--- src/rtl/vend_pkg.sv ---
// vend_pkg: shared FSM states, coin unit values and price-slice lookup for vend_fsm_param.
package vend_pkg;
  typedef enum logic [2:0] {
    IDLE   = 3'd0,
    CREDIT = 3'd1,
    VEND   = 3'd2,
    CHANGE = 3'd3
  } state_e;
  localparam int COIN05_U = 1;
  localparam int COIN10_U = 2;
  localparam int PRICE_MAX_W = 256;
  // Price vectors are zero-extended to PRICE_MAX_W so one function serves every NUM_PROD/CREDIT_W.
  function automatic logic [31:0] price_slice(input logic [PRICE_MAX_W-1:0] vec, input int idx, input int w);
    return 32'(vec >> (idx * w)) & ((32'd1 << w) - 32'd1);
  endfunction
endpackage

--- src/rtl/vend_change_dispenser.sv ---
// vend_change_dispenser: turns the remaining change into one registered 0.10/0.05 coin pulse per cycle.
module vend_change_dispenser
  import vend_pkg::*;
#(
  parameter int W = 6
) (
  input  logic         clock,
  input  logic         reset,
  input  logic         en,
  input  logic [W-1:0] rem,
  output logic         chg05,
  output logic         chg10,
  output logic         done
);
  logic chg05_q, chg05_d, chg10_q, chg10_d;
  always_comb begin
    chg10_d = en && rem >= W'(COIN10_U);
    chg05_d = en && rem == W'(COIN05_U);
  end
  always_ff @(posedge clock) begin
    chg05_q <= reset ? 1'b0 : chg05_d;
    chg10_q <= reset ? 1'b0 : chg10_d;
  end
  assign done  = rem == '0;
  assign chg05 = chg05_q;
  assign chg10 = chg10_q;
endmodule

--- src/rtl/vend_fsm_param.sv ---
// vend_fsm_param: credit-accumulating vending FSM for NUM_PROD products with saturation and denial.
// Define VEND_CHANGE_EN to return leftover credit as change coins instead of keeping it.
module vend_fsm_param
  import vend_pkg::*;
#(
  parameter int NUM_PROD = 3,
  parameter int CREDIT_W = 6,
  parameter int MAX_CREDIT = 40,
  parameter logic [NUM_PROD*CREDIT_W-1:0] PRICE_VEC = {6'd4, 6'd3, 6'd2},
  parameter int SEL_W = $clog2(NUM_PROD + 1)
) (
  input  logic                clock,
  input  logic                reset,
  input  logic                c05,
  input  logic                c10,
  input  logic [SEL_W-1:0]    sel,
  output logic [NUM_PROD-1:0] vend,
  output logic                deny,
  output logic                coin_reject,
  output logic                chg05,
  output logic                chg10,
  output logic [CREDIT_W-1:0] credit,
  output logic [2:0]          state_reg
);
  state_e state_q, state_d;
  logic [CREDIT_W-1:0] credit_q, credit_d, price_q, price_d, coin, price_sel, rem;
  logic [CREDIT_W:0] sum;
  logic [NUM_PROD-1:0] vend_q, vend_d;
  logic deny_q, deny_d, rej_q, rej_d, coin_in, fits, sel_ok;
  assign coin_in   = c05 | c10;
  assign coin      = CREDIT_W'((c05 ? COIN05_U : 0) + (c10 ? COIN10_U : 0));
  assign sum       = {1'b0, credit_q} + {1'b0, coin};
  assign fits      = sum <= (CREDIT_W + 1)'(MAX_CREDIT);
  assign sel_ok    = sel != '0 && sel <= SEL_W'(NUM_PROD);
  assign price_sel = sel_ok ? CREDIT_W'(price_slice(PRICE_MAX_W'(PRICE_VEC), 32'(sel - SEL_W'(1)), CREDIT_W)) : '0;
  // In VEND the remainder after purchase; in CHANGE the remainder after the coin now being paid out.
  assign rem = state_q == VEND ? credit_q - price_q
             : credit_q - (credit_q >= CREDIT_W'(COIN10_U) ? CREDIT_W'(COIN10_U) : CREDIT_W'(COIN05_U));
`ifdef VEND_CHANGE_EN
  logic done;
  vend_change_dispenser #(.W(CREDIT_W)) u_disp (
    .clock(clock),
    .reset(reset),
    .en   (state_q == VEND || state_q == CHANGE),
    .rem  (rem),
    .chg05(chg05),
    .chg10(chg10),
    .done (done)
  );
`else
  assign chg05 = 1'b0;
  assign chg10 = 1'b0;
`endif
  always_comb begin
    state_d  = state_q;
    credit_d = credit_q;
    price_d  = price_q;
    vend_d   = '0;
    deny_d   = 1'b0;
    rej_d    = 1'b0;
    case (state_q)
      IDLE: begin
        state_d  = coin_in ? CREDIT : IDLE;
        credit_d = coin;
      end
      CREDIT: begin
        credit_d = coin_in && fits ? sum[CREDIT_W-1:0] : credit_q;
        rej_d    = coin_in && !fits;
        if (sel != '0) begin
          if (sel_ok && credit_q >= price_sel) begin
            state_d = VEND;
            price_d = price_sel;
            vend_d  = NUM_PROD'(1) << (sel - SEL_W'(1));
          end else begin
            deny_d = 1'b1;
          end
        end
      end
      VEND: begin
        rej_d    = coin_in;
        credit_d = rem;
`ifdef VEND_CHANGE_EN
        state_d  = done ? IDLE : CHANGE;
`else
        state_d  = rem == '0 ? IDLE : CREDIT;
`endif
      end
`ifdef VEND_CHANGE_EN
      CHANGE: begin
        rej_d    = coin_in;
        credit_d = rem;
        state_d  = done ? IDLE : CHANGE;
      end
`endif
      default: begin
        state_d  = IDLE;
        credit_d = '0;
      end
    endcase
  end
  always_ff @(posedge clock) begin
    if (reset) begin
      state_q  <= IDLE;
      credit_q <= '0;
      price_q  <= '0;
      vend_q   <= '0;
      deny_q   <= 1'b0;
      rej_q    <= 1'b0;
    end else begin
      state_q  <= state_d;
      credit_q <= credit_d;
      price_q  <= price_d;
      vend_q   <= vend_d;
      deny_q   <= deny_d;
      rej_q    <= rej_d;
    end
  end
  assign vend        = vend_q;
  assign deny        = deny_q;
  assign coin_reject = rej_q;
  assign credit      = credit_q;
  assign state_reg   = state_q;
endmodule

--- config.mk ---
export PLATFORM = sky130hd
export DESIGN_NAME = vend_fsm_param
export DESIGN_NICKNAME = d
export VERILOG_FILES = /design/src/rtl/vend_pkg.sv /design/src/rtl/vend_change_dispenser.sv /design/src/rtl/vend_fsm_param.sv
export SDC_FILE = /design/constraint.sdc
export NUM_CORES = 1
export LEC_CHECK = 0
export ABC_CLOCK_PERIOD_IN_PS = 2860
export CORE_ASPECT_RATIO = 1.25
export CORE_MARGIN = 5
export CORE_UTILIZATION = 35
export DETAILED_ROUTE_END_ITERATION = 7
export GPL_ROUTABILITY_DRIVEN = 0
export PLACE_DENSITY = 0.59
export SLEW_MARGIN = 20
export SYNTH_ARGS = -nofsm -noshare
export SYNTH_HDL_FRONTEND = slang
export SYNTH_HIERARCHICAL = 1
export SYNTH_SLANG_ARGS = --single-unit
--- constraint.sdc ---
create_clock -name clock -period 2.86 [get_ports clock]
set_clock_uncertainty 0.1 [all_clocks]
set_input_delay 0.572 -clock clock [delete_from_list [all_inputs] [get_ports clock]]
set_output_delay 0.572 -clock clock [all_outputs]
set_load 0.1 [all_outputs]
# Yosys cells after proc, flatten, opt, wreduce, memory -nomap -nowiden
# Cells that the tools add are included.
# op_classes
eq_ne	5
n_mux	14
addsub	6
shifts	2
n_mul	1
reduce_logical	12
bitwise	4
magnitude_cmp	4
# op_table
cell	n
15-bit by 32-bit >> shifter with 6-bit output, first input constant	1
6-bit 2-to-1 mux	3
6-bit case mux with 3 select lines	1
3-bit case mux with 3 select lines	1
6-bit by 3-bit adder with 7-bit output	1
7-bit by 6-bit less-or-equal comparator with 1-bit output, second input constant	1
6-bit by 2-bit greater-or-equal comparator with 1-bit output, second input constant	1
6-bit greater-or-equal comparator	1
6-bit logical NOT	1
3-bit by 3-bit multiplier with 6-bit output, second input constant	1
3-bit 2-to-1 mux	2
2-bit inequality test, second input constant	3
6-bit by 2-bit subtractor with 6-bit output	1
6-bit subtractor	1
1-bit logical AND	4
1-bit 2-to-1 mux	4
2-bit 2-to-1 mux	2
4-bit OR reduction	1
1-bit by 2-bit adder with 3-bit output	1
3-bit by 1-bit equality test with 1-bit output, second input constant	1
3-bit by 2-bit equality test with 1-bit output, second input constant	1
3-bit logical NOT	1
1-bit NOT	3
3-bit AND reduction	1
other kinds (10)	10
# word_totals
elab_cells	54
register_bits	20

# Longest topological paths before layout
# Gate-level depths: netlist (run 1).
# depth
ltp_word	9
mapped_depth	15
depth_no_buf	13

# Worst setup path before layout (run 1)
# Ideal clock, no wire load.
# synth_path
path_type	register to register
start	register state_q[0] (netlist: state_reg[0])
end	register credit_q[4] (netlist: credit[4])
arrival_ns	3.417
stages_incl_launch_ff	15
path_slack_ns	-0.728
period_less_slack_ns	3.588
required_ns	2.689
path_cell_list	dfxtp_1 > inv_1 > ha_1 > buf_2 > buf_6 > nor4_1 > nand2_1 > o21a_1 > fa_1 > nand2b_1 > a21oi_1 > xor2_1 > a22oi_1 > or3_1 > a21oi_1
# synth_between
elab_chain_cells	3
# synth_lines
element	line	source
start, declared	vend_fsm_param.sv:25	state_e state_q, state_d;
start signal, assigned	vend_fsm_param.sv:110	state_q <= state_d;
3-bit by 2-bit equality test with 1-bit output	vend_fsm_param.sv:37, vend_fsm_param.sv:61	
6-bit 2-to-1 mux	vend_fsm_param.sv:37	assign rem = state_q == VEND ? credit_q - price_q
6-bit case mux with 3 select lines	vend_fsm_param.sv:61	case (state_q)
end signal, assigned	vend_fsm_param.sv:111	credit_q <= credit_d;
end, declared	vend_fsm_param.sv:26	logic [CREDIT_W-1:0] credit_q, credit_d, price_q, price_d, coin, price_sel, rem;
# Parallel ways exist; a longest one is shown, timed or not.
# A chain may end at the register's enable or synchronous reset.

# Worst setup path after layout (run 1)
# layout_path
start	input c05
end	register credit_q[1] (netlist: credit[1])
# layout_between
elab_chain_cells	6
# layout_lines
element	line	source
start, declared	vend_fsm_param.sv:14	input logic c05,
1-bit 2-to-1 mux	vend_fsm_param.sv:31	assign coin = CREDIT_W'((c05 ? COIN05_U : 0) + (c10 ? COIN10_U : 0));
1-bit by 2-bit adder with 3-bit output	vend_fsm_param.sv:31	
6-bit by 3-bit adder with 7-bit output	vend_fsm_param.sv:32	assign sum = {1'b0, credit_q} + {1'b0, coin};
7-bit by 6-bit less-or-equal comparator with 1-bit output	vend_fsm_param.sv:33	assign fits = sum <= (CREDIT_W + 1)'(MAX_CREDIT);
1-bit logical AND	vend_fsm_param.sv:67	credit_d = coin_in && fits ? sum[CREDIT_W-1:0] : credit_q;
2-bit inequality test (no source line)	n/a	
# Parallel ways exist; a longest one is shown, timed or not. The select of a mux whose other input is x is not followed.

==> flow_summary.json, run 1 <==
{
  "synth.yosys.seq_area_share_pct": 23.68,
  "post_dp_cell_area_um2": 1901,
  "multi_input_area_um2": 1190,
  "irDropWorstVdd_mv": 0.2347,
  "clock.fmax_mhz": 362.9,
  "total_of_warnings_raised_by_yosys": 6,
  "finalMaxSlewViolations": 0,
  "worst_r2r_startpoint": "state_reg[0]",
  "hold_viol": 0,
  "synth-edff-count": 0,
  "dp_hpwl_um": 2933,
  "nNetsFinal": 253,
  "grt_pass1_wl_um": 6658,
  "finalInstanceArea_um2": 2082,
  "critical_path.endpoint_type": "flip-flop",
  "grt_start_max_net_pins": 21,
  "worst_setup_path_start_kind": "input port",
  "synth_area_per_cell_um2": 8.545,
  "detailroute.wirelength.met3_um": 191,
  "antennaDiodeCount": 0,
  "seq_area_um2": 395.4,
  "highest_layer": "met4",
  "final_core_utilization_pct": 47.05,
  "setup_viol": 0,
  "power_density_nw_per_um2": 786.9,
  "max-cap-violations": 0,
  "ffs_w_async_s_r_synth_pct": 0,
  "rows": 27,
  "rr_worst_depth": 13,
  "routed_wire_length_per_instance_um": 13.96,
  "syn_inst": 188,
  "final_antenna_net_count": 0,
  "initialDrtViolationCount": 185,
  "gr-usage-all-layers_pct": 13.43,
  "number_of_different_library_cells_in_the_post_synthesis_netlist": 46,
  "vias_per_cell": 5.092,
  "critical_path_arrival_ns": 2.83,
  "area_growth_from_synthesis_to_layout_pct": 29.60,
  "number_of_synthesized_register_bits": 19,
  "setup.reg_to_reg.worst_slack_ns": 0.19,
  "design.core.area_um2": 4425,
  "worst-setup-path-type": "in2reg",
  "hold_path_startpoint": "price_q[4]",
  "timing.hold.worst_path_depth": 2,
  "layout_min_cycle_time_ns": 2.755,
  "detail_route_met2_wl_um": 1981,
  "die-height_um": 85.75,
  "slew_headroom_pct": 48.51,
  "vias_in_the_first_global_route": 1438,
  "drt_pass1_iterations": 4,
  "cts_made_buffers": 3,
  "grt_overflow": 0,
  "cts-root-buf": "sky130_fd_sc_hd__clkbuf_8",
  "cts_max_path_buffers": 2,
  "ys_dominant_reg_cell": "sky130_fd_sc_hd__dfxtp_1",
  "route.final.wire_length_um": 3937,
  "p_leak_nw": 0.8847,
  "timing.hold.worst.class": "reg2reg",
  "via_count": 1436,
  "mappedNetlistArea_um2": 1607,
  "cts_hold_repair.buffers": 0,
  "wl_met1_um": 1624,
  "tritoncts": "done",
  "grt_antenna_before_repair": 0,
  "grt_setup_unrepaired": "true",
  "outcome": "finished clean",
  "initial_utilization_pct": 36.30,
  "cts_sinks": 19,
  "fin_setup_tns_ns": 0,
  "period_share_pct": 96.34,
  "layout_cells_sized_above_1_pct": 31.70,
  "timing_worst_slew_pin_value_ns": 0.7700,
  "clkSlewWorstSetupHoldPaths_ns": 0.07,
  "worst-endpoint-required_ns": 2.94,
  "die_area_um2": 6053,
  "chipWidth_um": 70.60,
  "clock_insertion_delay_worst_skew_ns": 0.25,
  "htreeDepth": 1,
  "num-fill-cells": 462,
  "io_pins": 22,
  "port_buffers": 18,
  "hold_end": "price_q[4]",
  "critPathMaxFanout": 6,
  "detail_route.drc_violations": 0,
  "worst_r2r_end": "credit[4]"
}
cell type report:
cell class,instances,share of cell area (%)
clock inverter,1,0.2404
tap,58,3.486
sequential,19,18.99
multi-input combinational,146,57.15
inverter,13,2.344
timing repair buffer,42,15.81
clock buffer,3,1.983
how the worst max path moves through the flow:
stage | startpoint | end | slack, ns | cells after the start
after floorplan | state_reg[0] | credit[4] | -0.13 | 14
after global placement | c05 | credit[0] | -0.36 | 9
after detailed placement | c05 | credit[1] | -0.38 | 9
after CTS | sel[0] | price_q[3] | 0.009 | 11
after global routing | state_reg[0] | credit[4] | 0.009 | 13
final | c05 | credit[1] | 0.10 | 8
timing repair:
| item | in CTS | in global routing |
|---|---|---|
| gates cloned | 1 | 0 |
| resized for setup | 9 | 12 |
| endpoints found under the hold margin | 0 | 0 |
| setup endpoints to repair | 7 | 19 |
| pin swaps | 6 | 3 |
| setup buffers | 1 | 0 |
Yosys cell counts, types with 3 or more instances:
library cell | instances | area, um^2
sky130_fd_sc_hd__xnor2_1 | 4 | 35.03
sky130_fd_sc_hd__nand3_1 | 3 | 15.01
sky130_fd_sc_hd__nand2_1 | 21 | 78.83
sky130_fd_sc_hd__inv_1 | 13 | 48.80
sky130_fd_sc_hd__a21oi_1 | 11 | 55.05
sky130_fd_sc_hd__nor2_1 | 13 | 48.80
sky130_fd_sc_hd__ha_1 | 20 | 250.2
sky130_fd_sc_hd__mux2i_1 | 6 | 60.06
sky130_fd_sc_hd__nand2b_1 | 7 | 43.79
sky130_fd_sc_hd__dfxtp_1 | 19 | 380.4
sky130_fd_sc_hd__buf_6 | 5 | 56.30
sky130_fd_sc_hd__buf_4 | 4 | 30.03
sky130_fd_sc_hd__xor2_1 | 4 | 35.03
sky130_fd_sc_hd__or3_1 | 6 | 37.54
sky130_fd_sc_hd__o21ai_0 | 3 | 15.01
sky130_fd_sc_hd__nor3_1 | 5 | 25.02
sky130_fd_sc_hd__a22oi_1 | 3 | 22.52
sky130_fd_sc_hd__nand4_1 | 4 | 25.02
metrics by stage:
step	hold WS, ns	power, mW	setup slack, ns	cells
after global placement	0.3582	1.361	-0.3599	277
final	0.3757	1.638	0.1046	282
after floorplan	0.3464	1.121	-0.1283	190
after CTS	0.3736	1.584	0.009162	282
after detailed placement	0.3627	1.360	-0.3814	277
after global routing	0.4066	1.771	0.008598	282
critical path, stage by stage:
cell,delay (ns)
sky130_fd_sc_hd__dlygate4sd2_1,0.25
sky130_fd_sc_hd__ha_2,0.19
sky130_fd_sc_hd__fa_1,0.51
sky130_fd_sc_hd__or4_4,0.57
sky130_fd_sc_hd__nand3_4,0.12
sky130_fd_sc_hd__o41ai_4,0.09
sky130_fd_sc_hd__or3_1,0.40
sky130_fd_sc_hd__a21oi_2,0.13
cell usage in the layout, fill, tap and decap left out, types with 2 or more instances in the layout:
master / synthesis / layout
sky130_fd_sc_hd__buf_4: 4 / 37
sky130_fd_sc_hd__nand2_1: 21 / 21
sky130_fd_sc_hd__ha_1: 20 / 16
sky130_fd_sc_hd__nor2_1: 13 / 13
sky130_fd_sc_hd__inv_1: 13 / 12
sky130_fd_sc_hd__dfxtp_1: 19 / 11
sky130_fd_sc_hd__a21oi_1: 11 / 8
sky130_fd_sc_hd__nand2b_1: 7 / 7
sky130_fd_sc_hd__or3_1: 6 / 6
sky130_fd_sc_hd__dfxtp_2: 0 / 6
sky130_fd_sc_hd__mux2i_1: 6 / 5
sky130_fd_sc_hd__nor3_1: 5 / 4
sky130_fd_sc_hd__xor2_1: 4 / 4
sky130_fd_sc_hd__xnor2_1: 4 / 4
sky130_fd_sc_hd__nand4_1: 4 / 4
sky130_fd_sc_hd__nand3_1: 3 / 3
sky130_fd_sc_hd__a21oi_2: 0 / 3
sky130_fd_sc_hd__a22oi_1: 3 / 3
sky130_fd_sc_hd__o21ai_0: 3 / 3
sky130_fd_sc_hd__conb_1: 1 / 3
sky130_fd_sc_hd__clkbuf_8: 2 / 3
sky130_fd_sc_hd__clkdlybuf4s50_1: 0 / 3
sky130_fd_sc_hd__a211o_1: 2 / 2
sky130_fd_sc_hd__nor3b_1: 2 / 2
sky130_fd_sc_hd__a222oi_1: 2 / 2
sky130_fd_sc_hd__o21ai_1: 2 / 2
sky130_fd_sc_hd__or4_1: 2 / 2
sky130_fd_sc_hd__nor4bb_1: 2 / 2
sky130_fd_sc_hd__ha_2: 0 / 2
sky130_fd_sc_hd__ha_4: 0 / 2
sky130_fd_sc_hd__dfxtp_4: 0 / 2
metal layers:
metal  GRT usage [%]  up-vias
li1                -      726
met3           1.876       12
met4           7.350        0
met2           23.85       38
met1           15.39      660
met5               0        -
cells by family (layout without fill, tap and decap cells):
logic type,after synthesis,in the layout,share of synthesized area [%]
compound gates,31,32,13.16
xor+xnor,8,8,4.361
fa+ha+maj,22,22,18.07
buf+inv,26,59,11.06
flops,19,19,23.68
mux,6,6,3.738
other cells,1,3,0.2334
simple gates,75,75,25.70
where the power goes:
part,switching (mW),internal [mW],total (mW)
Combinational,0.686,0.417,1.10
Clock,0.0900,0.0968,0.187
Sequential,0.0403,0.308,0.348
Total,0.816,0.822,1.64
No activity file was read; power rests on OpenSTA's default activity.
==> run 2: changes to the inputs <==
--- a/config.mk
+++ b/config.mk
@@ -7,7 +7,6 @@
 export LEC_CHECK = 0
 export ABC_CLOCK_PERIOD_IN_PS = 2860
 export CORE_ASPECT_RATIO = 1.25
-export CORE_MARGIN = 5
 export CORE_UTILIZATION = 35
 export DETAILED_ROUTE_END_ITERATION = 7
 export GPL_ROUTABILITY_DRIVEN = 0
==> run 2 against run 1 <==
  * Combinational power is 5% lower
  * Clock-buffer cell count up 1
  * Maximum frequency grew 0.15%
  * Non-clock buffer count is 1 higher
  * Sequential share of layout area increased by 0.64 points
==> flow_summary.json, run 2 (synthesis results as in run 1) <==
{
  "timing.final.ws_setup_ns": 0.1087,
  "initial_utilization_pct": 36.58,
  "fin_setup_tns_ns": 0,
  "worst-endpoint-required_ns": 2.93,
  "rows": 27,
  "hold_path_startpoint": "price_q[4]",
  "layout_common_cells": "sky130_fd_sc_hd__buf_4 (38), sky130_fd_sc_hd__nand2_1 (21), sky130_fd_sc_hd__ha_1 (16)",
  "finalMaxSlewViolations": 0,
  "tritoncts": "done",
  "irDropWorstVdd_mv": 0.2516,
  "detail_route.drc_violations": 0,
  "io_pins": 22,
  "gr-usage-all-layers_pct": 16.36,
  "dp_hpwl_um": 2885,
  "hold_viol": 0,
  "post_cts.repair.setup_buffers": 0,
  "area_growth_from_synthesis_to_layout_pct": 25.39,
  "power_density_nw_per_um2": 790.1,
  "cts_made_buffers": 3,
  "vias_in_the_first_global_route": 1365,
  "outcome": "finished clean",
  "via_count": 1427,
  "clock_insertion_delay_worst_skew_ns": 0.25,
  "setup_viol": 0,
  "period_share_pct": 96.20,
  "commonest_non_fill_non_tap_cell_in_the_layout": "sky130_fd_sc_hd__buf_4",
  "port_buffers": 18,
  "initialDrtViolationCount": 100,
  "worst_r2r_end": "credit[4]",
  "cts_sinks": 19,
  "grt_overflow": 0,
  "timing.hold.worst_path_depth": 2,
  "grt_antenna_before_repair": 0,
  "hold_end": "price_q[4]",
  "route.final.wire_length_um": 3706,
  "cts-root-buf": "sky130_fd_sc_hd__clkbuf_8",
  "setup.reg_to_reg.worst_slack_ns": 0.17,
  "die-height_um": 77.75,
  "clock.fmax_mhz": 363.5,
  "grt_start_max_net_pins": 21,
  "net_switching_power_uw": 781.4,
  "cts_max_path_buffers": 2,
  "max-cap-violations": 0,
  "antennaDiodeCount": 0,
  "timing.hold.worst.class": "reg2reg",
  "htreeDepth": 1,
  "layout_cells_sized_above_1_pct": 29.46,
  "chipWidth_um": 62.60,
  "clkSlewWorstSetupHoldPaths_ns": 0.07,
  "layout_min_cycle_time_ns": 2.751,
  "logic_pwr_share_pct": 65.7,
  "num-fill-cells": 452,
  "drt_pass1_iterations": 5,
  "power.sequential.fraction_pct": 22.6,
  "timing_worst_slew_pin_value_ns": 0.7429,
  "die_area_um2": 4866,
  "nNetsFinal": 253,
  "worst-setup-path-type": "in2reg",
  "p_leak_nw": 0.8558,
  "worst_setup_path_start_kind": "input port",
  "place_ws_ns": -0.4068,
  "power.internal_uw": 810.2,
  "critPathMaxFanout": 5,
  "vias_per_cell": 5.060,
  "critical_path.endpoint_type": "flip-flop",
  "critical_path_arrival_ns": 2.82,
  "slew_headroom_pct": 50.32,
  "final_antenna_net_count": 0,
  "sw_frac_of_total_pct": 49.10,
  "grt_pass1_wl_um": 6313,
  "design.core.area_um2": 4392,
  "routed_wire_length_per_instance_um": 13.14,
  "rr_worst_depth": 12,
  "worst_r2r_startpoint": "state_reg[0]",
  "share_clk_of_total_power_pct": 11.8
}
-- run 2: cell types whose count changed in the layout (fill, tap and decap cells not counted), sizes merged --
| cell | before | now |
|---|---|---|
| buf | 37 | 38 |
| clkbuf | 3 | 4 |
| clkinv | 1 | 0 |
| o41ai | 3 | 2 |
-- run 2: final cells by class --
cell class	instances	area, um^2	share of cell area [%]
clock buffers	4	45.04	2.236
inverters	13	48.80	2.422
multi-input cells	145	1116	55.40
flip-flops and latches	19	395.4	19.63
well taps	58	72.57	3.602
repair buffers	43	336.6	16.71
-- run 2: worst max path at each step --
stage	start	end	slack (ns)	cells past startpoint
after global placement	c05	credit[1]	-0.35	9
after detailed placement	c05	credit[0]	-0.41	9
after global routing	sel[0]	price_q[2]	-0.02	11
after floorplan	state_reg[0]	credit[4]	-0.13	14
after CTS	c10	credit[0]	0.02	8
final	c05	credit[0]	0.11	9
-- run 2: critical path: stages --
cell                            delay [ns]
sky130_fd_sc_hd__dlygate4sd2_1        0.25
sky130_fd_sc_hd__ha_2                 0.18
sky130_fd_sc_hd__fa_1                 0.47
sky130_fd_sc_hd__or4_4                0.53
sky130_fd_sc_hd__nand3_2              0.10
sky130_fd_sc_hd__o41ai_2              0.09
sky130_fd_sc_hd__buf_4                0.16
sky130_fd_sc_hd__or3_1                0.35
sky130_fd_sc_hd__a21oi_2              0.13
-- run 2: per-layer routing --
layer  part of all wire, %  GRT usage (%)
met4                   1.9          4.186
met2                    52          29.57
met5                     0              0
met1                    43          19.80
met3                   2.8          2.647
-- run 2: repair_timing --
item | CTS | global route
pin swaps | 3 | 3
hold buffers | 0 | 0
setup endpoints to repair | 5 | 17
resized for setup | 3 | 10
cloned | 0 | 0
-- run 2: per-stage QoR --
step | util, % | power (mW) | area, um^2 | instances | hold slack, ns
floorplan | - | 1.121 | 1629 | 190 | 0.3464
global placement | 43.45 | 1.354 | 1908 | 278 | 0.3750
detailed placement | 43.45 | 1.357 | 1908 | 278 | 0.3764
CTS | 44.59 | 1.556 | 1958 | 282 | 0.3880
global route | 45.87 | 1.727 | 2014 | 282 | 0.4327
finish | 45.87 | 1.592 | 2014 | 282 | 0.3828
-- run 2: power groups by stage --
stage / sequential, mW / combinational [mW] / clock, mW
finish: 0.359 / 1.05 / 0.187
global route: 0.366 / 1.16 / 0.205
CTS: 0.355 / 1.01 / 0.193
detailed placement: 0.361 / 0.996 / 0
global placement: 0.361 / 0.993 / 0
floorplan: 0.556 / 0.565 / 0
